--- config.mk ---
export PLATFORM = sky130hd
export DESIGN_NAME = fifo_patch_reader_flat
export DESIGN_NICKNAME = d
export VERILOG_FILES = /design/src/rtl/fifo_patch_reader_pkg.sv /design/src/rtl/fifo_patch_reader_if.sv /design/src/rtl/fifo_patch_reader_patch_assembler.sv /design/src/rtl/fifo_patch_reader.sv /design/src/flat_wrapper.sv
export SDC_FILE = /design/constraint.sdc
export NUM_CORES = 1
export LEC_CHECK = 0
export CAP_MARGIN = 30
export CORE_AREA = 3 3 75 77
export DETAILED_ROUTE_END_ITERATION = 7
export DIE_AREA = 0 0 78 80
export PLACE_DENSITY = 0.82
export SLEW_MARGIN = 20
export SYNTH_ARGS = -nofsm -noshare
export SYNTH_HDL_FRONTEND = slang
export SYNTH_SLANG_ARGS = --single-unit
export TNS_END_PERCENT = 1
--- constraint.sdc ---
create_clock -name clk -period 4.1 [get_ports clk]
set_input_delay 0.82 -clock clk [delete_from_list [all_inputs] [get_ports clk]]
set_output_delay 0.82 -clock clk [all_outputs]
set_load 0.05 [all_outputs]
--- src/rtl/fifo_patch_reader_pkg.sv ---
// Shared constants for the FIFO patch reader: FSM encoding, default sizes and
// counter-width helper.
package fifo_patch_reader_pkg;

  typedef logic [1:0] state_t;

  localparam state_t IDLE = 2'd0;
  localparam state_t FILL = 2'd1;
  localparam state_t HOLD = 2'd2;
  localparam state_t DONE = 2'd3;

  localparam int DEF_DATA_WIDTH      = 11;
  localparam int DEF_WORDS_PER_PATCH = 5;
  localparam int DEF_NUM_PATCHES     = 16;

  // Width of a counter indexing n items; never narrower than one bit.
  function automatic int cnt_w(input int n);
    return (n > 1) ? $clog2(n) : 1;
  endfunction

endpackage

--- src/rtl/fifo_patch_reader_if.sv ---
// FIFO read port plus patch valid/ready channel. The reader uses the master
// modport; the FIFO/downstream side uses slave.
interface fifo_patch_reader_if
  import fifo_patch_reader_pkg::*;
#(
  parameter int DATA_WIDTH      = DEF_DATA_WIDTH,
  parameter int WORDS_PER_PATCH = DEF_WORDS_PER_PATCH,
  parameter int NUM_PATCHES     = DEF_NUM_PATCHES
);
  localparam int IDX_W = cnt_w(NUM_PATCHES);

  logic [DATA_WIDTH-1:0]                 fifo_dout;
  logic                                  fifo_empty_n;
  logic                                  fifo_deq;
  logic                                  fifo_clr;
  logic [DATA_WIDTH*WORDS_PER_PATCH-1:0] patch_data;
  logic                                  patch_valid;
  logic                                  patch_ready;
  logic [IDX_W-1:0]                      patch_idx;

  modport master (
    input  fifo_dout, fifo_empty_n, patch_ready,
    output fifo_deq, fifo_clr, patch_data, patch_valid, patch_idx
  );

  modport slave (
    output fifo_dout, fifo_empty_n, patch_ready,
    input  fifo_deq, fifo_clr, patch_data, patch_valid, patch_idx
  );

endinterface

--- src/rtl/fifo_patch_reader_patch_assembler.sv ---
// Slot-indexed register bank that collects FIFO words into one flat patch
// vector, slot 0 in the LSBs.
module patch_assembler #(
  parameter int DATA_WIDTH      = 11,
  parameter int WORDS_PER_PATCH = 5,
  parameter int IDX_W           = 3
) (
  input  logic                                  clk,
  input  logic                                  rst,
  input  logic                                  wr_en,
  input  logic [IDX_W-1:0]                      wr_idx,
  input  logic [DATA_WIDTH-1:0]                 wr_data,
  output logic [DATA_WIDTH*WORDS_PER_PATCH-1:0] patch_data
);

  logic [DATA_WIDTH-1:0] slots [WORDS_PER_PATCH];

  always_ff @(posedge clk) begin
    if (rst) begin
      for (int i = 0; i < WORDS_PER_PATCH; i++) slots[i] <= '0;
    end else if (wr_en) begin
      for (int i = 0; i < WORDS_PER_PATCH; i++) begin
        if (wr_idx == IDX_W'(i)) slots[i] <= wr_data;
      end
    end
  end

  always_comb begin
    patch_data = '0;
    for (int i = 0; i < WORDS_PER_PATCH; i++) begin
      patch_data[i*DATA_WIDTH +: DATA_WIDTH] = slots[i];
    end
  end

endmodule

--- src/rtl/fifo_patch_reader.sv ---
// Drains a FWFT FIFO into WORDS_PER_PATCH-word patches, hands each patch off
// over valid/ready and raises done after NUM_PATCHES patches.
module fifo_patch_reader
  import fifo_patch_reader_pkg::*;
#(
  parameter int DATA_WIDTH      = DEF_DATA_WIDTH,
  parameter int WORDS_PER_PATCH = DEF_WORDS_PER_PATCH,
  parameter int NUM_PATCHES     = DEF_NUM_PATCHES
) (
  input  logic                 clk,
  input  logic                 rst,
  input  logic                 start,
  input  logic                 abort,
  output logic                 done,
  fifo_patch_reader_if.master  bus
);

  localparam int WC_W  = cnt_w(WORDS_PER_PATCH);
  localparam int IDX_W = cnt_w(NUM_PATCHES);
  localparam logic [WC_W-1:0]  LAST_WORD  = WC_W'(WORDS_PER_PATCH - 1);
  localparam logic [IDX_W-1:0] LAST_PATCH = IDX_W'(NUM_PATCHES - 1);

  state_t           state_q;
  state_t           state_d;
  logic [WC_W-1:0]  word_cnt;
  logic [IDX_W-1:0] idx_q;
  logic             clr_q;
  logic             begin_run;
  logic             accept;

  assign begin_run = ((state_q == IDLE) || (state_q == DONE)) && start && !abort;
  assign accept    = (state_q == HOLD) && bus.patch_ready;

  always_ff @(posedge clk) begin
    if (rst) state_q <= IDLE;
    else     state_q <= state_d;
  end

  // abort overrides every transition, including a simultaneous start
  always_comb begin
    state_d = state_q;
    if (abort) begin
      state_d = IDLE;
    end else begin
      case (state_q)
        IDLE, DONE: if (start) state_d = FILL;
        FILL:       if (bus.fifo_deq && (word_cnt == LAST_WORD)) state_d = HOLD;
        HOLD:       if (bus.patch_ready) state_d = (idx_q == LAST_PATCH) ? DONE : FILL;
        default:    state_d = IDLE;
      endcase
    end
  end

  // fifo_deq is the only combinational output: it must never pop an empty FIFO
  always_comb begin
    bus.fifo_deq    = (state_q == FILL) && bus.fifo_empty_n && !abort;
    bus.patch_valid = (state_q == HOLD);
    done            = (state_q == DONE);
  end

  always_ff @(posedge clk) begin
    if (rst || abort) begin
      word_cnt <= '0;
      idx_q    <= '0;
    end else if (begin_run) begin
      word_cnt <= '0;
      idx_q    <= '0;
    end else begin
      if (bus.fifo_deq) word_cnt <= (word_cnt == LAST_WORD) ? '0 : word_cnt + 1'b1;
      if (accept && (idx_q != LAST_PATCH)) idx_q <= idx_q + 1'b1;
    end
  end

  always_ff @(posedge clk) begin
    if (rst) clr_q <= 1'b0;
    else     clr_q <= abort;
  end

  assign bus.fifo_clr  = clr_q;
  assign bus.patch_idx = idx_q;

  patch_assembler #(
    .DATA_WIDTH      (DATA_WIDTH),
    .WORDS_PER_PATCH (WORDS_PER_PATCH),
    .IDX_W           (WC_W)
  ) u_assembler (
    .clk        (clk),
    .rst        (rst),
    .wr_en      (bus.fifo_deq),
    .wr_idx     (word_cnt),
    .wr_data    (bus.fifo_dout),
    .patch_data (bus.patch_data)
  );

endmodule
--- src/flat_wrapper.sv ---
// flat-port wrapper written by rule: the top's interface ports become plain ports
module fifo_patch_reader_flat import fifo_patch_reader_pkg::*;
#(
  parameter int DATA_WIDTH      = DEF_DATA_WIDTH,
  parameter int WORDS_PER_PATCH = DEF_WORDS_PER_PATCH,
  parameter int NUM_PATCHES     = DEF_NUM_PATCHES
)
  (clk, rst, start, abort, done, bus_fifo_dout, bus_fifo_empty_n, bus_patch_ready, bus_fifo_deq, bus_fifo_clr, bus_patch_data, bus_patch_valid, bus_patch_idx);
  fifo_patch_reader_if #(.DATA_WIDTH(DATA_WIDTH), .WORDS_PER_PATCH(WORDS_PER_PATCH), .NUM_PATCHES(NUM_PATCHES)) bus_i ();
  input  logic clk;
  input  logic rst;
  input  logic start;
  input  logic abort;
  output logic done;
  input wire logic [$bits(bus_i.fifo_dout)-1:0] bus_fifo_dout;
  input wire logic [$bits(bus_i.fifo_empty_n)-1:0] bus_fifo_empty_n;
  input wire logic [$bits(bus_i.patch_ready)-1:0] bus_patch_ready;
  output wire logic [$bits(bus_i.fifo_deq)-1:0] bus_fifo_deq;
  output wire logic [$bits(bus_i.fifo_clr)-1:0] bus_fifo_clr;
  output wire logic [$bits(bus_i.patch_data)-1:0] bus_patch_data;
  output wire logic [$bits(bus_i.patch_valid)-1:0] bus_patch_valid;
  output wire logic [$bits(bus_i.patch_idx)-1:0] bus_patch_idx;
  assign bus_i.fifo_dout = bus_fifo_dout;
  assign bus_i.fifo_empty_n = bus_fifo_empty_n;
  assign bus_i.patch_ready = bus_patch_ready;
  assign bus_fifo_deq = bus_i.fifo_deq;
  assign bus_fifo_clr = bus_i.fifo_clr;
  assign bus_patch_data = bus_i.patch_data;
  assign bus_patch_valid = bus_i.patch_valid;
  assign bus_patch_idx = bus_i.patch_idx;
  fifo_patch_reader #(.DATA_WIDTH(DATA_WIDTH), .WORDS_PER_PATCH(WORDS_PER_PATCH), .NUM_PATCHES(NUM_PATCHES)) u_core (.clk(clk), .rst(rst), .start(start), .abort(abort), .done(done), .bus(bus_i));
endmodule
### Word-level counts from Yosys, hierarchy flattened

Memories as Yosys holds them, arrays and structs flattened.
Index checks and enable logic that the tools add are counted.

| word-level totals | value |
|---|---|
| flip-flop bits (word level) | 10 |
| latch bits | 0 |
| memory bits (writable) | 55 |
| bits in read-only memories | 0 |
| bits of input ports | 17 |
| output and inout bits | 63 |
| word-level logic and storage cells | 73 |
| memories kept | 1 |

Memories:

| name | words | bits a word | rd ports | clocked after Yosys merged registers in | write ports | RTL line | RTL |
|---|---|---|---|---|---|---|---|
| u_core.u_assembler.slots | 5 | 11 | 5 | 0 | 5 | fifo_patch_reader_patch_assembler.sv:16 | `logic [DATA_WIDTH-1:0] slots [WORDS_PER_PATCH];` |

| cells by class | value |
|---|---|
| $add $sub $neg | 2 |
| $mul | 0 |
| div/mod/pow operators | 0 |
| order comparisons | 0 |
| equality and inequality tests | 12 |
| shift operators | 0 |
| muxes and demuxes | 33 |
| bitwise gates (word level) | 5 |
| reductions and logical operators | 16 |

Operators with widths:

| kind | count |
|---|---|
| $mux W11 | 5 |
| $mux W1 | 22 |
| $mux W2 | 4 |
| $logic_and A1 B1 Y1 | 7 |
| $eq A3 B2 Y1 const B | 2 |
| $pmux W2 S3 | 1 |
| $reduce_or A2 Y1 | 3 |
| $or A1 B1 Y1 | 5 |
| $add A4 B1 Y4 const B | 1 |
| $eq A2 B2 Y1 const B | 2 |
| $eq A4 B4 Y1 const B | 1 |
| $ne A2 B2 Y1 const B | 2 |
| $ne A4 B4 Y1 const B | 1 |
| $add A3 B1 Y3 const B | 1 |
| $eq A3 B1 Y1 const B | 1 |
| $eq A3 B3 Y1 const B | 1 |
| $logic_not A3 Y1 | 1 |
| $mux W3 | 1 |
| $reduce_and A3 Y1 | 1 |
| $eq A2 B1 Y1 const B | 1 |
| $logic_not A2 Y1 | 1 |
| $logic_or A1 B1 Y1 | 2 |
| $ne A2 B1 Y1 const B | 1 |
| $logic_not A1 Y1 | 1 |

### Longest topological paths before layout

Gate-level depths: netlist of the first run.

| depth | value |
|---|---|
| depth in word-level cells | 7 |
| depth in mapped cells | 6 |
| gate-level depth less buffers | 6 |

### Cells and area by module

Synthesis of the first run repeated with hierarchy kept, for this count alone.

| unflattened totals | value |
|---|---|
| cell total of the unflattened synthesis | 144 |
| area total of the unflattened synthesis | 2376.0 um^2 |

By module, submodules not included:

| module | times used | cells an instance | area each (um^2) | seq. area each (um^2) |
|---|---|---|---|---|
| patch_assembler | 1 | 79 | 1823.0 | 1651.6 |
| fifo_patch_reader | 1 | 65 | 553.0 | 200.2 |

### Worst setup path after synthesis of the first run

OpenSTA, ideal clock, no wires.

| timing path | value |
|---|---|
| path type | input -> output |
| start point | input abort |
| end point | output bus_fifo_deq |
| arrival | 1377 ps |
| data required time | 3280 ps |
| slack | 1903 ps |
| stages | 2 |
| buffers on the path | 0 |
| path through | nand3b_4 > inv_1 |

| on the way | value |
|---|---|
| cells in the longest elaborated chain, start to end | 2 |

RTL lines:

| what | RTL line | RTL |
|---|---|---|
| start: declaration | flat_wrapper.sv:13 | `input logic abort;` |
| $logic_not A1 Y1 | fifo_patch_reader.sv:56 | `bus.fifo_deq = (state_q == FILL) && bus.fifo_empty_n && !abort;` |
| $logic_and A1 B1 Y1 | fifo_patch_reader.sv:56 |  |
| end: declaration | flat_wrapper.sv:18 | `output wire logic [$bits(bus_i.fifo_deq)-1:0] bus_fifo_deq;` |

No other way between the ends.

### Worst setup path after layout of the first run

Same ends and word-level chain as after synthesis.

==> impl_metrics.csv, run 1 <==
group,metric,value,unit
clock_tree,numCtsBuffers,9,
yosys,yosys.area.top_type_share,69.0,%
final_layout,nNetsFinal,257,
sta,tns,0,ns
clock_tree,h-tree-depth,3,
status,status,"finished clean",
die,rows,26,
sta,post-route-period-util,82.3,%
final_layout,fillCellCount,353,
critical_path,worstPathRequired,3.28,ns
sta,setup_viol,0,
routing,drtAntennaViolNets,0,
critical_path,cp-end-kind,"primary output",
yosys,ys_seq_area_share,77.3,%
routing,drt_iter0_drc,117,
die,die_x,78,um
power,power_frac_seq,48.4,%
routing,vias,1518,
sta,rsz0062_at_grt,"false",
power,vdd_drop_max,233,uV
power,powerDensity,439,mW/mm2
routing,drtPass1Iterations,4,
power,swShare,22.5,%
sta,max_freq,296,MHz
clock_tree,clock-root-buffer,"clkbuf_8",
yosys,synthCells,142,
critical_path,crit_family,"buffers and inverters",
clock_tree,ctsResizeCount,0,
final_layout,drive_gt1_share,8.09,%
flow_run,drv_cap,0,
die,die_area,0.00624,mm2
clock_tree,clock_sinks,65,
yosys,synth_top_area_cell,"edfxtp_1",
grt,grt_max_degree,13,
critical_path,slowest_delay,0.84,ns
final_layout,multi_input_area,508,um2
critical_path,start_kind,"input pin",
sta,worstMarginPinSlew,0.754,ns
clock_tree,cts_tree,"built",
critical_path,cpMaxStageDelayCell,"clkdlybuf4s50_1",
power,p_int,1.19,mW
power,total_leakage_power,1.28,nW
die,ioPinCount,80,
clock_tree,clkLatencyLatePin,0.33,ns
place,port_buffers,79,
sta,slew-limit-headroom,49.7,%
critical_path,crit_type,"input pin to primary output",
yosys,syn_area,0.00239,mm2
power,p_total,1.54,mW
final_layout,final_common_cell,"clkdlybuf4s50_1",
yosys,syn_avg_cell_area,16.9,um2
final_layout,area_growth_syn_to_layout,46.1,%
grt,grt_pass1_vias,1505,
sta,slew_viol_final,0,
yosys,yosys_register_bits,65,
power,clock_power_share,40.7,%
power,comb_power_share,10.9,%
critical_path,crit_fanout,8,
routing,wl,4970,um
yosys,syn-num-nets,168,
yosys,ys_warn_count,0,
power,power_switching,347,uW
clock_tree,postCtsHoldBufs,0,
critical_path,crit_path_cell_trace,"clkdlybuf4s50_1 > nand3b_4 > inv_1 > clkdlybuf4s50_1",
yosys,synth.distinct_cells,31,
grt,grt_overflow,0,
critical_path,path_buf_inv,3,
final_layout,diodes,0,
die,die_h,80,um
die,initial_utilization,47.2,%
sta,post-route-min-period,3.37,ns
grt,globalRouteTotalUtil,16.7,%
grt,antenna_found_initial,0,
sta,final_hold_viol_count,0,
clock_tree,cts_buffer_depth,2,
sta,fin_skew,0.00693,ns
place,hpwlAfterDp,3530,um
grt,grt_pass1_wl,7710,um
hold_path,hold_path.class,"flop to flop",
yosys,synth_area_leaders,"edfxtp_1 69%, dfxtp_1 8.4%, ha_1 4.7%, and2_1 2.9%, a21oi_1 1.3%",
place,gp_congestion,0.742,
critical_path,cp.arrival,2.55,ns
critical_path,cpMostUsedCell,"clkdlybuf4s50_1",
routing,viasPerCell,4.98,
final_layout,layout_common_cells,"79 x clkdlybuf4s50_1, 55 x edfxtp_1, 11 x and2_1, 10 x dfxtp_1",
clock_tree,path_clk_slew,0.07,ns
routing,drc,0,
final_layout,seq_area,0.00185,mm2
clock_tree,postCtsSetupBuffers,0,
die,core_area,0.00507,mm2
routing,routedWlPerCell,16.3,um
==> worst register-to-register path, delay by kind of cell (launching register included) <==
kind,cells,cell delay [ns]
fa+ha+maj,1,0.29
compound gates,1,0.51
simple gates,2,0.46
flops,1,0.40
==> cell families (layout without fill, tap and decap cells) <==
family	Yosys count	after routing	share of synthesized area [%]
buf+inv	8	101	1.46
flops	65	65	77.3
compound gates	22	22	6.37
simple gates	37	37	9.72
mux	1	1	0.418
fa+ha+maj	9	9	4.70
==> power by group through the flow <==
stage | logic (mW) | registers (mW) | clock network (mW)
floorplan | 0.0215 | 0.837 | 0
global placement | 0.167 | 0.758 | 0
detailed placement | 0.168 | 0.759 | 0
CTS | 0.168 | 0.744 | 0.637
global route | 0.173 | 0.746 | 0.666
finish | 0.167 | 0.744 | 0.626
==> layout make-up <==
class,instances,share of cell area (%)
Inverter,6,0.644
Tap cell,70,2.50
Clock inverter,6,3.07
Multi-Input combinational cell,69,14.5
Sequential cell,65,52.9
Clock buffer,9,3.54
Timing Repair Buffer,80,22.8
==> synth_stat cells <==
cell type and instances:
o41ai_1 1, mux2i_1 1, a21oi_1 6, or3_1 4, o31ai_1 1, a31oi_1 1, nand3_1 3, dfxtp_1 10
or4_1 1, edfxtp_1 55, nand2_1 6, and3_4 1, buf_2 1, nor3_1 3, ha_1 9, buf_4 1
nor2b_1 3, o21bai_1 2, nand3b_4 1, a211oi_1 2, a211o_1 1, a21o_1 4, a41oi_1 1, nor2_1 1
a211oi_2 1, or3b_1 1, o21ai_0 2, inv_1 6, nand3b_1 1, and2_1 11, nand4b_1 1
==> registers in the layout (all words and copies together) (netlist names) <==
signal,cells
u_core.state_q,2
u_core.u_assembler.slots,55
u_core.bus.patch_idx,4
u_core.bus.fifo_clr,1
u_core.word_cnt,3
==> path summary, 6_finish.rpt <==
path | depth (start not counted) | to | from | slack [ns]
hold / removal | 2 | u_core.word_cnt[1] | u_core.word_cnt[1] | 0.50
setup / recovery | 4 | bus_fifo_deq | abort | 0.73
hold reg to reg | 2 | u_core.word_cnt[1] | u_core.word_cnt[1] | 0.50
setup reg to reg | 4 | u_core.u_assembler.slots[0][10] | u_core.state_q[0] | 2.09
==> per-stage QoR <==
stage / setup slack, ns / cells / hold WS, ns / utilization, % / cell area [um2]
after global routing: 0.620 / 305 / 0.525 / 69.0 / 3500
after detailed placement: 0.741 / 290 / 0.494 / 64.4 / 3270
final: 0.726 / 305 / 0.499 / 69.0 / 3500
after CTS: 0.726 / 305 / 0.503 / 69.0 / 3500
after global placement: 0.778 / 290 / 0.500 / 64.4 / 3270
after floorplan: 1.90 / 142 / 0.465 / - / 2390
==> layer usage <==
metal	vias to the layer above	wire length, um	track usage (%)
met5	-	0	0
met4	0	62	8.39
met3	7	379	5.19
met2	80	2350	27.9
met1	714	2180	19.6
li1	717	-	-
No activity file was read; power rests on OpenSTA's default activity.
==> run 2: changes to the inputs <==
--- a/config.mk
+++ b/config.mk
@@ -6,10 +6,10 @@
 export NUM_CORES = 1
 export LEC_CHECK = 0
 export CAP_MARGIN = 30
-export CORE_AREA = 3 3 75 77
+export CORE_AREA = 3 3 81 83
 export DETAILED_ROUTE_END_ITERATION = 7
-export DIE_AREA = 0 0 78 80
-export PLACE_DENSITY = 0.82
+export DIE_AREA = 0 0 84 86
+export PLACE_DENSITY = 0.74
 export SLEW_MARGIN = 20
 export SYNTH_ARGS = -nofsm -noshare
 export SYNTH_HDL_FRONTEND = slang
==> constraint.sdc (replaced) <==
create_clock -name clk -period 2.8 [get_ports clk]
set_input_delay 0.56 -clock clk [delete_from_list [all_inputs] [get_ports clk]]
set_output_delay 0.56 -clock clk [all_outputs]
set_load 0.05 [all_outputs]
==> impl_metrics.csv, run 2 (synthesized netlist as in run 1, its figures left out) <==
group,metric,value,unit
power,vdd_drop_max,254,uV
grt,grt_max_degree,13,
critical_path,slowest_delay,0.83,ns
sta,post-route-min-period,2.37,ns
sta,final_hold_viol_count,0,
hold_path,min_to,"u_core.word_cnt[1]",
sta,slew_viol_final,0,
place,port_buffers,79,
final_layout,area_growth_syn_to_layout,45.2,%
clock_tree,numCtsBuffers,9,
critical_path,rrSetupSlack,0.82,ns
die,rows,28,
critical_path,crit_path_cell_trace,"inv_1 > ha_1 > clkdlybuf4s50_1",
power,p_total,2.02,mW
final_layout,drive_gt1_share,9.62,%
final_layout,largest_reg_flops,55,
critical_path,start_kind,"flop",
grt,grt_pass1_wl,8010,um
die,die_h,86,um
final_layout,nNetsFinal,260,
hold_path,hp-start,"u_core.word_cnt[1]",
flow_run,drv_cap,0,
sta,rsz0062_at_grt,"false",
routing,drc,0,
routing,drt_iter0_drc,64,
routing,drtPass1Iterations,4,
sta,tns,0,ns
routing,drtAntennaViolNets,0,
die,ioPinCount,80,
grt,antenna_found_initial,0,
place,hpwlAfterDp,3750,um
hold_path,hold_path.class,"flop to flop",
final_layout,layout_common_cells,"78 x clkdlybuf4s50_1, 55 x edfxtp_1, 11 x and2_1, 10 x dfxtp_1",
power,total_leakage_power,1.27,nW
critical_path,crit_fanout,5,
clock_tree,postCtsSetupBuffers,0,
routing,routedWlPerCell,16.6,um
grt,grt_overflow,0,
final_layout,diodes,0,
clock_tree,clock-root-buffer,"clkbuf_8",
final_layout,final_cells,314,
hold_path,holdPathStages,2,
critical_path,r2r-start,"u_core.state_q[0]",
place,gp_congestion,0.888,
critical_path,cpMaxStageDelayCell,"clkdlybuf4s50_1",
clock_tree,path_clk_slew,0.07,ns
place,dp.cells,298,
final_layout,final_common_cell,"clkdlybuf4s50_1",
clock_tree,postCtsHoldBufs,0,
critical_path,worstRegToRegCells,4,
power,powerDensity,579,mW/mm2
critical_path,crit_type,"flop to primary output",
clock_tree,clock_sinks,65,
clock_tree,cts_buffer_depth,2,
critical_path,r2r-end,"u_core.u_assembler.slots[0][21]",
clock_tree,cts_tree,"built",
routing,viasPerCell,4.88,
final_layout,top_register,"u_core.u_assembler.slots",
die,core_area,0.00592,mm2
final_layout,fin_util,58.7,%
critical_path,cp-end-kind,"primary output",
sta,setup_viol,0,
sta,worstMarginPinSlew,0.534,ns
die,die_area,0.00722,mm2
clock_tree,ctsResizeCount,0,
clock_tree,h-tree-depth,3,
die,die_x,84,um
critical_path,worstPathRequired,2.24,ns
grt,grt_pass1_vias,1461,
sta,post-route-period-util,84.5,%
clock_tree,clkLatencyLatePin,0.34,ns
status,status,"finished clean",
sta,max_freq,423,MHz
sta,fin_skew,0.00624,ns
final_layout,fillCellCount,464,
routing,wl,5220,um
grt,globalRouteTotalUtil,15.0,%
routing,vias,1532,
sta,slew-limit-headroom,64.3,%
die,initial_utilization,40.4,%
critical_path,cp.arrival,1.81,ns
-- run 2: cell types whose count changed in the layout (fill, tap and decap cells not counted), sizes merged --
cell	before	now
buf	1	5
clkinv	2	6
bufinv	3	0
clkdlybuf4s50	79	78
-- run 2: where the power goes --
group | switching [mW] | total (mW) | internal [mW]
logic | 0.163 | 0.246 | 0.0834
registers | 0.0118 | 1.09 | 1.08
clock network | 0.360 | 0.679 | 0.318
-- run 2: cell type report --
type                    instances  area [um2]  area share (%)
clock buffers                   9         124            3.56
clock inverters                 7        47.5            1.37
inverters                       6        22.5           0.647
multi-input cells              69         508            14.6
flip-flops and latches         65        1850            53.2
well taps                      75        93.8            2.70
repair buffers                 83         831            23.9
-- run 2: through the flow --
stage          instance area (um2)  hold slack, ns  setup WS [ns]
6_report                      3480           0.509          0.434
3_5_place_dp                  3310           0.500          0.346
3_3_place_gp                  3310           0.500          0.409
5_1_grt                       3480           0.532          0.355
4_1_cts                       3480           0.509          0.419
2_1_floorplan                 2390           0.465          0.948
-- run 2: worst max path at each step --
stage	from	to	slack [ns]	cells past startpoint
after global routing	u_core.state_q[0]	bus_patch_valid	0.35	3
after floorplan	abort	u_core.u_assembler.slots[0][33]	0.95	3
after CTS	u_core.state_q[0]	bus_patch_valid	0.42	3
after detailed placement	abort	u_core.u_assembler.slots[0][13]	0.35	4
final	u_core.state_q[0]	bus_patch_valid	0.43	3
after global placement	abort	u_core.u_assembler.slots[0][13]	0.41	4
-- run 2: worst max-delay path: cells and delay by family (launching register included) --
| kind | cells | cell delay (ns) |
|---|---|---|
| adder cells (fa/ha/maj) | 1 | 0.23 |
| buffers and inverters | 2 | 0.90 |
| flip-flops | 1 | 0.35 |
-- run 2: metal layers --
layer  track usage [%]  vias to the layer above  wire length [um]
li1                  -                      727                 -
met1              18.8                      727              2210
met5                 0                        -                 0
met4              6.58                        0                57
met2              22.8                       73              2510
met3              6.34                        5               436
==> patch, RTL diff (config.mk and constraints of run 1) <==
Compare `word_cnt` against `LAST_WORD` with >= in place of ==.
--- a/src/rtl/fifo_patch_reader.sv
+++ b/src/rtl/fifo_patch_reader.sv
@@ -66,7 +66,7 @@
       word_cnt <= '0;
       idx_q    <= '0;
     end else begin
-      if (bus.fifo_deq) word_cnt <= (word_cnt == LAST_WORD) ? '0 : word_cnt + 1'b1;
+      if (bus.fifo_deq) word_cnt <= (word_cnt >= LAST_WORD) ? '0 : word_cnt + 1'b1;
       if (accept && (idx_q != LAST_PATCH)) idx_q <= idx_q + 1'b1;
     end
   end
Function: no difference found for any inputs over 10 cycles, from zero or initial values and one cycle with rst high; that may be too few to reach the edited logic, so the function may still have changed.
==> patch against run 1 <==
Synthesized area about the same; routed wire length down 2.4%; clock power down 12%; core utilization shrank 0.71 points; global-route usage down 0.32 points; total power shrank 4.5%; non-clock buffer count unchanged; sequential cell count did not move; sequential share of layout area increased by 0.55 points; setup slack gained 0.12 ns; register-to-register slack barely moved; synthesized cell count up 2.1%; cell area decreased by 1.0%.
==> patch: results (changes against run 1) <==
=================================================================================================================
Sequential cell area fraction in the yosys report                                                           77.3%   about the same
Area contributors post-synth                                                                         sky130_fd_sc_hd__edfxtp_1 69%, sky130_fd_sc_hd__dfxtp_1 8.4%, sky130_fd_sc_hd__ha_1 4.7%
Start point of the worst hold path                                                                   u_core.word_cnt[0]$_SDFFE_PP0N_
Wire length of the first global-routing pass                                                         7430 microns   -3.7%
Worst reg2reg endpoint                                                                               u_core.u_assembler.slots[0][19]$_DFFE_PP_
Power Clock                                                                                              0.554 mW   -12%
Hold worst-path end                                                                                  u_core.word_cnt[0]$_SDFFE_PP0N_
Via Count                                                                                                    1503   -0.99%
IR Drop Worst-Case VDD                                                                                     215 uV   -7.8%
Met3 Wirelength                                                                                       370 microns   -2.4%
Status                                                                                               finished, final reports clean
Arithmetic-cell share of the synthesized area counting full adders, half adders and majority gates          4.70%   about the same
Average footprint of a synthesized cell                                                                16.5 sq um   -2.0%
Startpoint of the lowest-slack register-to-register path                                             u_core.state_q[0]$_SDFFE_PP0P_
# placed instances                                                                                            293   +1.0%
Global Route met2 Usage                                                                                     26.6%   -1.3 points
Number of nets in the synthesized netlist                                                                     171   +1.8%
Count of distinct cell types in the synthesized netlist                                                        29   -6.5%
Endpoint arrival time on the critical path                                                                2.44 ns   -0.11 ns
Clk_skew                                                                                               0.00514 ns   -0.00179 ns
Max incr delay on CP                                                                                      0.82 ns   -0.02 ns
Drt wl/cell                                                                                          15.8 microns   -3.3%
Layout cell share with drive strength beyond 1                                                              6.30%   -1.8 points
Met1 capacity usage during global routing                                                                   20.1%   +0.46 points
Met2 Wirelength                                                                                      2240 microns   -4.9%
Register ranked first by flip-flop count                                                             u_core.u_assembler.slots
Pin count of the biggest net entering global routing                                                           12   -1
Proportion of synthesized area in mux cells                                                                0.418%   about the same
Critical path peak fanout                                                                                       7   -1
Leakage power                                                                                             1.28 nW   about the same
Final weighted congestion in routability-driven placement                                                   0.818   +10%
Total of fill cells in the finished design                                                                    365   +3.4%
Transition time at the pin with the least slew margin                                                    0.757 ns   +0.00327 ns
Via count of the first global-routing pass                                                                   1414   -6.0%
List of most frequent post-synthesis cells                                                           55 x sky130_fd_sc_hd__edfxtp_1, 12 x sky130_fd_sc_hd__and2_1, 10 x sky130_fd_sc_hd__dfxtp_1
Sum of routed wire segments on met1                                                                  2210 microns   +1.7%
Seq power                                                                                                0.745 mW   about the same
Via count normalized by instance count                                                                       4.88   -2.0%
Synthesized-area fraction occupied by ao, oa, aoi and oai cells                                             5.95%   -0.42 points
HPWL reported at the end of detailed placement                                                       3440 microns   -2.4%
Tot GR Track Use                                                                                            16.4%   -0.32 points
First-iteration detailed-routing DRC count                                                                     90   -23%
Net load switching power                                                                                 0.337 mW   -2.7%
# nets final                                                                                                  260   +1.2%
Number of setup buffers added after CTS                                                                         0   unchanged
Met3 Use GR                                                                                                 5.76%   +0.56 points
=================================================================================================================
patch: through the flow:
| stage | power (mW) | cell area (sq um) | setup slack, ns | hold WS (ns) |
|---|---|---|---|---|
| finish | 1.47 | 3460 | 0.843 | 0.500 |
| detailed placement | 0.930 | 3260 | 0.844 | 0.495 |
| floorplan | 0.862 | 2400 | 1.93 | 0.465 |
| global placement | 0.928 | 3260 | 0.869 | 0.496 |
| global route | 1.52 | 3460 | 0.779 | 0.536 |
| CTS | 1.48 | 3460 | 0.834 | 0.506 |
patch: logic make-up (layout without fill, tap and decap cells):
logic type	Yosys count	in the layout
mux	1	1
simple gates	40	40
flops	65	65
compound gates	21	21
buf+inv	9	102
fa+ha+maj	9	9
patch: cell type report:
cell class                 count  share of cell area [%]
tap                           70                    2.53
clock inverter                 4                    1.99
clock buffer                  11                    3.79
multi-input combinational     71                    14.4
timing repair buffer          80                    23.0
sequential                    65                    53.5
inverter                       7                   0.759
